`config.mk`:
```
export PLATFORM = sky130hd
export DESIGN_NAME = uart_tx_fifo
export DESIGN_NICKNAME = d
export VERILOG_FILES = /design/src/rtl/uart_tx_fifo.sv
export SDC_FILE = /design/constraint.sdc
export NUM_CORES = 1
export LEC_CHECK = 0
export CAP_MARGIN = 15
export CORE_MARGIN = 2
export CORE_UTILIZATION = 40
export DETAILED_ROUTE_END_ITERATION = 7
export GPL_ROUTABILITY_DRIVEN = 0
export HOLD_SLACK_MARGIN = 0.1
export PLACE_DENSITY = 0.64
export RECOVER_POWER = 25
export REMOVE_ABC_BUFFERS = 1
export SLEW_MARGIN = 40
export SYNTH_ARGS = -nofsm -noshare
export SYNTH_HDL_FRONTEND = slang
export SYNTH_SLANG_ARGS = --single-unit
```
`constraint.sdc`:
```
create_clock -name tClk -period 3.28 [get_ports tClk]
set_clock_uncertainty 0.15 [all_clocks]
set_input_delay 0.656 -clock tClk [delete_from_list [all_inputs] [get_ports tClk]]
set_output_delay 0.656 -clock tClk [all_outputs]
set_load 0.005 [all_outputs]
```
`src/rtl/uart_tx_fifo.sv`:
```
// uart_tx_fifo: transmit FIFO between the host register interface and the
// UART TX serialiser. The host pushes with tWR, the serialiser pops with tRD;
// pop data is registered and appears one cycle after the accepting edge.
// Optional build macro TXFIFO_ERR_STICKY_EN adds sticky {ovf, udf} error bits
// on tErr, cleared by tErrClr; without it tErr reads 2'b00.
module uart_tx_fifo #(
  parameter int WIDTH     = 8,
  parameter int DEPTH     = 4,
  parameter int AFULL_LVL = 3
) (
  input  logic                         tClk,
  input  logic                         tRst,
  input  logic                         tWR,
  input  logic [WIDTH-1:0]             tdataIn,
  input  logic                         tRD,
  input  logic                         tFlush,
  input  logic                         tErrClr,
  output logic [WIDTH-1:0]             tdataOut,
  output logic                         tEMPTY,
  output logic                         tFULL,
  output logic                         tAFULL,
  output logic                         ttxrdy,
  output logic [$clog2(DEPTH):0]       tCount,
  output logic                         tOvf,
  output logic                         tUdf,
  output logic [1:0]                   tErr
);

  localparam int AW = $clog2(DEPTH);
  localparam logic [AW:0] CNT_FULL  = (AW+1)'(DEPTH);
  localparam logic [AW:0] CNT_AFULL = (AW+1)'(AFULL_LVL);

  logic [WIDTH-1:0] mem [DEPTH];
  logic [AW-1:0]    wptr;
  logic [AW-1:0]    rptr;
  logic [AW:0]      cnt;
  logic [WIDTH-1:0] dout;
  logic             ovf;
  logic             udf;

  logic push_ok;
  logic pop_ok;
  logic ovf_set;
  logic udf_set;

  // Flags come straight from the occupancy register so they always agree with tCount.
  always_comb begin
    tEMPTY  = (cnt == '0);
    tFULL   = (cnt == CNT_FULL);
    tAFULL  = (cnt >= CNT_AFULL);
    ttxrdy  = (cnt != '0);
    // Acceptance uses the flags as they stood before this edge; flush overrides both.
    push_ok = tWR && !tFULL && !tFlush;
    pop_ok  = tRD && !tEMPTY && !tFlush;
    ovf_set = tWR && tFULL && !tFlush;
    udf_set = tRD && tEMPTY && !tFlush;
  end

  // Storage array: written on accepted pushes only, never reset.
  always_ff @(posedge tClk) begin
    if (push_ok) begin
      mem[wptr] <= tdataIn;
    end
  end

  // Pointers, occupancy, registered pop data and the one-cycle error pulses.
  always_ff @(posedge tClk or negedge tRst) begin
    if (!tRst) begin
      wptr <= '0;
      rptr <= '0;
      cnt  <= '0;
      dout <= '0;
      ovf  <= 1'b0;
      udf  <= 1'b0;
    end else if (tFlush) begin
      wptr <= '0;
      rptr <= '0;
      cnt  <= '0;
      dout <= '0;
      ovf  <= 1'b0;
      udf  <= 1'b0;
    end else begin
      ovf <= ovf_set;
      udf <= udf_set;
      if (push_ok) begin
        wptr <= wptr + AW'(1);
      end
      if (pop_ok) begin
        dout <= mem[rptr];
        rptr <= rptr + AW'(1);
      end
      // Simultaneous accepted push and pop leave the occupancy unchanged.
      if (push_ok && !pop_ok) begin
        cnt <= cnt + (AW+1)'(1);
      end else if (pop_ok && !push_ok) begin
        cnt <= cnt - (AW+1)'(1);
      end
    end
  end

  assign tdataOut = dout;
  assign tCount   = cnt;
  assign tOvf     = ovf;
  assign tUdf     = udf;

`ifdef TXFIFO_ERR_STICKY_EN
  logic [1:0] err;

  // Sticky error bits: a set event in the same cycle as tErrClr wins.
  always_ff @(posedge tClk or negedge tRst) begin
    if (!tRst) begin
      err <= 2'b00;
    end else begin
      err[1] <= ovf_set | (err[1] & ~tErrClr);
      err[0] <= udf_set | (err[0] & ~tErrClr);
    end
  end

  assign tErr = err;
`else
  logic unused_errclr;
  assign unused_errclr = tErrClr;
  assign tErr = 2'b00;
`endif

endmodule

```
Yosys cells after proc, flatten, opt, wreduce, memory -nomap -nowiden
Memory sizes are Yosys's and may differ from the RTL's.
Index checks and enable logic that the tools add are counted.
W data, S select, Z words.
{"block": "word_totals", "ff_bits": 17, "latchBits": 0, "ramBits": 32, "romBits": 0, "in_bits": 14, "out_inout_bits": 19, "elab_cells": 46, "n_memories": 1}
{"block": "classes", "addsub": 4, "mul": 0, "div": 0, "n_lt_le_gt_ge": 1, "n_eq_ne": 1, "shift": 0, "n_mux": 13, "n_bitwise": 0, "n_reduce_logical": 20}
{"memory": "mem", "words": 4, "word_bits": 8, "rd": 1, "rd_clocked_by_memory_dff": 0, "wr": 1, "line_no": "33", "text": "logic [WIDTH-1:0] mem [DEPTH];"}
{"operator": "$mux W8", "count": 2}
{"operator": "$logic_and A1 B1 Y1", "count": 10}
{"operator": "$mux W3", "count": 3}
{"operator": "$mux W2", "count": 4}
{"operator": "$reduce_bool A3 Y1", "count": 2}
{"operator": "$logic_not A1 Y1", "count": 5}
{"operator": "$add A2 B1 Y2 const B", "count": 2}
{"operator": "$mux W1", "count": 4}
{"operator": "$reduce_bool A2 Y1", "count": 2}
{"operator": "$add A3 B1 Y3 const B", "count": 1}
{"operator": "$eq A3 B3 Y1 const B", "count": 1}
{"operator": "$ge A3 B2 Y1 const B", "count": 1}
{"operator": "$logic_not A3 Y1", "count": 1}
{"operator": "$sub A3 B1 Y3 const B", "count": 1}

Longest topological paths before layout
Gate-level depths: netlist of the first run.
{"block": "depth", "word_depth": 9, "depth_mapped": 8, "ltp_nobuf": 7}

Least setup slack after synthesis of the first run
Ideal clock, no wire load.
{"block": "synth_timing", "path_kind": "input port to flip-flop", "start": "input port tRD", "end": "register cnt[1], in the netlist tCount[1]", "setup_ns": 0.104, "arrival_time_ns": 2.354, "t_required_ns": 3.026, "slack_ns": 0.672, "path_stages": 8, "n_path_buf": 2, "cell_sequence": "buf_4 o31a_1 buf_4 nor3_1 fa_1 or3_1 a221o_1 o311ai_1"}
{"block": "synth_between", "elab_chain_cells": 6, "elab_cells_between_ends": 8, "classes_between": "2 x mux; 6 x reduce/logical"}
{"item": "from (decl)", "line_no": "15", "text": "input logic tRD,"}
{"item": "$logic_and A1 B1 Y1 * (2 in series)", "line_no": "54", "text": "pop_ok = tRD && !tEMPTY && !tFlush;"}
{"item": "$logic_not A1 Y1", "line_no": "93", "text": "if (push_ok && !pop_ok) begin"}
{"item": "$logic_and A1 B1 Y1", "line_no": "93"}
{"item": "$mux W3", "line_no": "93"}
{"item": "$mux W3", "line_no": "75", "text": "end else if (tFlush) begin"}
{"item": "to (signal assigned)", "line_no": "94", "text": "cnt <= cnt + (AW+1)'(1);"}
{"item": "to (signal assigned)", "line_no": "96", "text": "cnt <= cnt - (AW+1)'(1);"}
{"item": "to (decl)", "line_no": "36", "text": "logic [AW:0] cnt;"}
Mark *: on every way between the ends. The rest lies on a longest branch, timed or not.
A chain may end at the register's enable or synchronous reset.

Final worst setup path of the first run
{"block": "layout_timing", "start": "register cnt[2], in the netlist tCount[2]", "end": "output port tFULL"}
{"block": "layout_between", "elab_chain_cells": 1}
{"item": "$eq A3 B3 Y1", "line_no": "49", "text": "tFULL = (cnt == CNT_FULL);"}
{"item": "to (decl)", "line_no": "20", "text": "output logic tFULL,"}
No other way between the ends.

==> results of run 1 <==
per-stage QoR:
stage / std cells / utilization (%) / instance area [µm²]
floorplan: 146 / - / 2110
global placement: 249 / 48.3 / 2520
detailed placement: 249 / 48.3 / 2520
CTS: 257 / 50.2 / 2610
global route: 257 / 50.1 / 2610
finish: 257 / 50.1 / 2610
how the worst max path moves through the flow:
stage	startpoint	to	slack (ns)
after floorplan	tCount[2]$_DFFE_PN0P_	tCount[1]$_DFFE_PN0P_	0.78
after global placement	tFlush	tCount[1]$_DFFE_PN0P_	0.36
after detailed placement	tFlush	tCount[1]$_DFFE_PN0P_	0.29
after CTS	tCount[2]$_DFFE_PN0P_	tFULL	0.49
after global routing	tCount[2]$_DFFE_PN0P_	tFULL	0.40
final	tCount[2]$_DFFE_PN0P_	tFULL	0.51
registers in the layout, summed over array words and instances (netlist names):
signal    cells
rptr          2
mem          32
wptr          2
tUdf          1
tOvf          1
tCount        3
tdataOut      8
area by class of cell:
class / instances / area, µm² / area share (%)
clock inverters: 2 / 13.8 / 0.528
clock buffers: 6 / 82.6 / 3.17
flip-flops and latches: 49 / 1390 / 53.2
well taps: 70 / 87.6 / 3.36
multi-input cells: 88 / 687 / 26.4
inverters: 9 / 35.0 / 1.34
repair buffers: 33 / 314 / 12.0
power groups by stage:
stage	sequential, mW	clock, mW	combinational (mW)
finish	0.813	0.367	0.464
global route	0.828	0.407	0.511
CTS	0.814	0.380	0.472
detailed placement	0.828	0	0.471
global placement	0.824	0	0.457
floorplan	0.810	0	0.263
cells in the mapped netlist:
cell / count / area [µm²]
or3_1: 3 / 18.8
conb_1: 1 / 3.75
mux2i_1: 1 / 10.0
nor3_1: 2 / 10.0
nand3_1: 4 / 20.0
fa_1: 1 / 20.0
mux4_2: 8 / 180
nand2b_1: 2 / 12.5
o21bai_1: 1 / 7.51
a21oi_1: 14 / 70.1
xnor2_1: 2 / 17.5
o31ai_4: 1 / 21.3
buf_6: 1 / 11.3
o31a_1: 1 / 8.76
buf_2: 1 / 5.00
clkinv_2: 1 / 5.00
or3b_4: 1 / 11.3
buf_4: 7 / 52.6
or3b_1: 1 / 8.76
and2_1: 4 / 25.0
inv_1: 8 / 30.0
dfrtp_1: 17 / 425
a2bb2oi_1: 1 / 8.76
nor3b_1: 2 / 15.0
a21o_1: 2 / 15.0
clkbuf_1: 3 / 11.3
a41o_1: 1 / 10.0
nand2_1: 18 / 67.6
o311ai_1: 1 / 8.76
o21ai_0: 4 / 20.0
edfxtp_1: 32 / 961
nor2_1: 3 / 11.3
nor4_1: 1 / 6.26
a221o_1: 1 / 10.0
ha_1: 4 / 50.1
and3_1: 1 / 6.26
a211o_1: 1 / 8.76
worst max-delay path, stage by stage, from the launching register on:
cell	delay, ns
dfrtp_1	0.61
or3b_4	0.47
clkinv_2	0.09
clkdlybuf4s50_1	0.50
layer usage:
metal / vias to the layer above / wire (µm) / global-route usage, %
li1: 623 / - / -
met1: 679 / 1730 / 17.9
met2: 29 / 2000 / 23.3
met3: 4 / 183 / 4.07
met4: 0 / 37 / 5.26
met5: - / 0 / 0
kinds of logic after synthesis:
kind of cell               Yosys count
DFF                                 49
and+or+nand+nor                     42
AOI/OAI and AO/OA                   28
buffers and inverters               21
muxes                                9
adders and majority gates            5
xor gates and xnor gates             2
other                                1
==> flow_summary.json, run 1 <==
{
  "dr.pass1.iters": 4,
  "drv_slew": 0,
  "hpwl_mm": 2.69,
  "whs_ns": 0.344,
  "overflow": 0,
  "drive_gt1_share_pct": 12.3,
  "intPower_mw": 1.17,
  "p_clk_share_pct": 22.3,
  "ys_types": 37,
  "critPathMaxFanout": 13,
  "p_per_area_nw_per_um2": 631,
  "ys_ff_latch": 49,
  "die-area_um2": 6070,
  "ant_nets": 0,
  "setup_viol": 0,
  "muxShareOfSynthArea_pct": 8.71,
  "cts-hold-fix-buffers": 0,
  "swShare_pct": 28.9,
  "yosysSeqAreaShare_pct": 63.5,
  "max_cap_viol_count": 0,
  "seqPwrFrac_pct": 49.5,
  "vias_per_cell": 5.19,
  "grt_pass1_vias": 1324,
  "grt_setup_unrepaired": "no",
  "max_freq_ghz": 0.360,
  "syn_avg_cell_area_um2": 13.9,
  "cts_resized": 0,
  "cts_root_buffer": "clkbuf_8",
  "diodes": 0,
  "io_buffers": 29,
  "synth_xor_area_share_pct": 0.802,
  "finalWirelength_mm": 3.95,
  "start_util_pct": 42.0,
  "final_nets": 205,
  "hp-class": "input port to async pin",
  "timing.setup.tns_ns": 0,
  "ios": 33,
  "htree_levels": 2,
  "timing.rr.end": "tCount[1]$_DFFE_PN0P_",
  "path_class": "flip-flop to output pin",
  "r2r_cells": 7,
  "synth_compound_area_share_pct": 8.65,
  "post_cts_buffers": 0,
  "num_rows": 26,
  "peakVddDrop_uv": 285,
  "die_h_um": 77.9,
  "p_comb_share_pct": 28.2,
  "min_period_ns": 2.77,
  "worst_slack_ns": 0.505,
  "clk_latency_ns": 0.30,
  "timing.rr.start": "tCount[2]$_DFFE_PN0P_",
  "tritoncts": "done",
  "yosysWarningCount": 0,
  "synth-simple-area-share_pct": 9.74,
  "antenna_found_initial": 0,
  "maxSlewHeadroom_pct": 33.6,
  "required_ns": 2.47,
  "p_leak_nw": 0.958,
  "drcViolationCount": 0,
  "status": "finished clean",
  "final_common_cell": "edfxtp_1",
  "tightest_slew_ns": 0.997,
  "drt_iter0_markers": 69,
  "synthAdderAreaFrac_pct": 3.21,
  "power_mw": 1.64,
  "grt_max_degree": 18,
  "synth_cells": 157,
  "dieWidth_um": 77.9,
  "post_drt_wl_per_cell_um": 15.4,
  "syn_to_final_growth_pct": 19.3,
  "end_kind": "output pin",
  "core-area_um2": 5200,
  "cts_sinks": 49,
  "cts_buffers": 5,
  "synth_top_family_by_area": "simple AND/OR/NAND/NOR gates",
  "netlist_area_um2": 2180,
  "fin_crit_sh_pct": 84.6,
  "most-common-layout-cells": "edfxtp_1, clkdlybuf4s50_1, nand2_1",
  "hold_viol_final": 0,
  "critPathLaunchType": "flip-flop",
  "pre_cts_ws_ns": 0.293,
  "vias": 1335,
  "cts.path.max_buffers": 2,
  "grt_pass1_wl_mm": 6.53,
  "fillerInstances": 480,
  "globalRouteTotalUtil_pct": 14.2,
  "rrSetupSlack_ns": 0.60,
  "clk_pin_slew_worst_paths_ns": 0.09,
  "cp.arrival_ns": 1.97,
  "p_sw_mw": 0.476
}
Note: power is estimated with default switching activity, not from simulation.
==> run 2: changes to the inputs <==
Clock period 3.28 ns to 2.76 ns, I/O delays scaled along.
==> flow_summary.json, run 2 (same netlist as run 1, synthesis figures left out) <==
{
  "clk_pin_slew_worst_paths_ns": 0.10,
  "setup_viol": 0,
  "power_mw": 2.07,
  "final_nets": 210,
  "die-area_um2": 6070,
  "grtUsageMet1_pct": 18.4,
  "dp.cells": 253,
  "num_rows": 26,
  "tightest_slew_ns": 0.590,
  "vias_per_cell": 5.21,
  "largest_reg_flops": 32,
  "dieWidth_um": 77.9,
  "die_h_um": 77.9,
  "final_common_cell": "edfxtp_1",
  "critPathLaunchType": "flip-flop",
  "grt_use_met2_pct": 24.2,
  "crit_path_top_delay_cell": "clkdlybuf4s50_1",
  "core-area_um2": 5200,
  "swShare_pct": 28.4,
  "crit_path_max_incr_delay_ns": 0.49,
  "grt_pass1_wl_mm": 6.67,
  "required_ns": 2.06,
  "min_period_ns": 2.63,
  "intPower_mw": 1.48,
  "p_leak_nw": 0.993,
  "end_kind": "output pin",
  "grt_pass1_vias": 1329,
  "clk_latency_ns": 0.30,
  "htree_levels": 2,
  "start_util_pct": 42.0,
  "p_sw_mw": 0.587,
  "cts_resized": 0,
  "regMostFlops": "mem",
  "top_usage_layer": "met2",
  "dr.pass1.iters": 4,
  "hold_viol_final": 0,
  "drive_gt1_share_pct": 14.6,
  "finalWirelength_mm": 4.14,
  "maxSlewHeadroom_pct": 60.7,
  "p_per_area_nw_per_um2": 775,
  "drcViolationCount": 0,
  "cts_sinks": 49,
  "cts_buffers": 5,
  "drv_slew": 0,
  "io_buffers": 29,
  "pre_cts_ws_ns": -0.0238,
  "max_cap_viol_count": 0,
  "ios": 33,
  "fin_crit_sh_pct": 95.2,
  "overflow": 0,
  "worst_slack_ns": 0.134,
  "max_freq_ghz": 0.381,
  "vias": 1364,
  "p_comb_share_pct": 29.4,
  "p_clk_share_pct": 24.9,
  "cts_root_buffer": "clkbuf_8",
  "globalRouteTotalUtil_pct": 14.6,
  "grt_max_degree": 18,
  "drt_iter0_markers": 55,
  "status": "finished clean",
  "seqPwrFrac_pct": 45.7,
  "ant_nets": 0,
  "grt_setup_unrepaired": "no",
  "peakVddDrop_uv": 401,
  "critPathMaxFanout": 8,
  "hp-class": "flip-flop to flip-flop",
  "path_class": "flip-flop to output pin",
  "cts.path.max_buffers": 2,
  "most-common-layout-cells": "edfxtp_1, clkdlybuf4s50_1, nand2_1",
  "diodes": 0,
  "antenna_found_initial": 0,
  "hpwl_mm": 2.75,
  "post-route-util_pct": 51.2,
  "post_drt_wl_per_cell_um": 15.8,
  "layout.cells.non_filler": 262,
  "post_cts_buffers": 0,
  "tritoncts": "done",
  "syn_to_final_growth_pct": 21.9,
  "path_cells": "buf_4 > or3_1 > inv_1 > clkdlybuf4s50_1",
  "grt_util_met3_pct": 4.42,
  "cp.arrival_ns": 1.92
}
## run 2: changes by cell type in the layout (fill, tap and decap cells not counted), sizes merged
cell           before  now
buf                 4    9
dlygate4sd3         3    8
clkdlybuf4s50      25   21
clkbuf              7    5
bufinv              0    1
clkinv              3    2
inv                 8    9
## run 2: final timing paths
check                      depth (start not counted)                      end  slack (ns)                    start
setup / recovery                                   4                   tEMPTY        0.13    tCount[0]$_DFFE_PN0P_
hold / removal                                     2  tdataOut[1]$_DFFE_PN0P_        0.37  tdataOut[1]$_DFFE_PN0P_
setup reg to reg                                   7    tCount[1]$_DFFE_PN0P_        0.23    tCount[1]$_DFFE_PN0P_
hold reg to reg                                    2  tdataOut[1]$_DFFE_PN0P_        0.37  tdataOut[1]$_DFFE_PN0P_
max in group asynchronous                          2  tdataOut[5]$_DFFE_PN0P_        1.60                     tRst
min in group asynchronous                          2           tUdf$_DFF_PN0_        0.56                     tRst
## run 2: layer usage
layer / vias to the layer above / routed length (µm) / part of all wire (%)
li1: 634 / - / -
met1: 670 / 1780 / 43
met2: 52 / 2040 / 49
met3: 8 / 247 / 6.0
met4: 0 / 74 / 1.8
met5: - / 0 / 0
## run 2: area by class of cell
type                    count  area, µm²
clock buffers               5       68.8
fillers                   443       2540
multi-input cells          88        687
inverters                   9       35.0
well taps                  70       87.6
clock inverters             3       43.8
flip-flops and latches     49       1390
repair buffers             38        355
## run 2: worst max-delay path: cells and delay by family, from the launching register on
kind                   cells  cell delay [ns]
flip-flops                 1             0.44
AND/OR/NAND/NOR            1             0.43
buffers and inverters      3             0.76
## run 2: power groups by stage
| stage | registers (mW) | clock network, mW | logic (mW) |
|---|---|---|---|
| final | 0.944 | 0.514 | 0.607 |
| after global routing | 0.959 | 0.556 | 0.668 |
| after CTS | 0.947 | 0.527 | 0.615 |
| after detailed placement | 0.964 | 0 | 0.612 |
| after global placement | 0.958 | 0 | 0.592 |
| after floorplan | 0.962 | 0 | 0.313 |
## run 2: what timing repair did
action                                  4_1_cts  5_1_grt
hold endpoints to repair                      0       17
endpoints found under the setup margin        0        0
hold buffers                                  0        1
## run 2: stage by stage
| step | hold WS (ns) | area [µm²] | TNS, ns |
|---|---|---|---|
| final | 0.374 | 2660 | 0 |
| after global routing | 0.392 | 2660 | 0 |
| after CTS | 0.379 | 2660 | 0 |
| after detailed placement | 0.366 | 2550 | -0.0238 |
| after global placement | 0.359 | 2550 | 0 |
| after floorplan | 0.106 | 2110 | 0 |
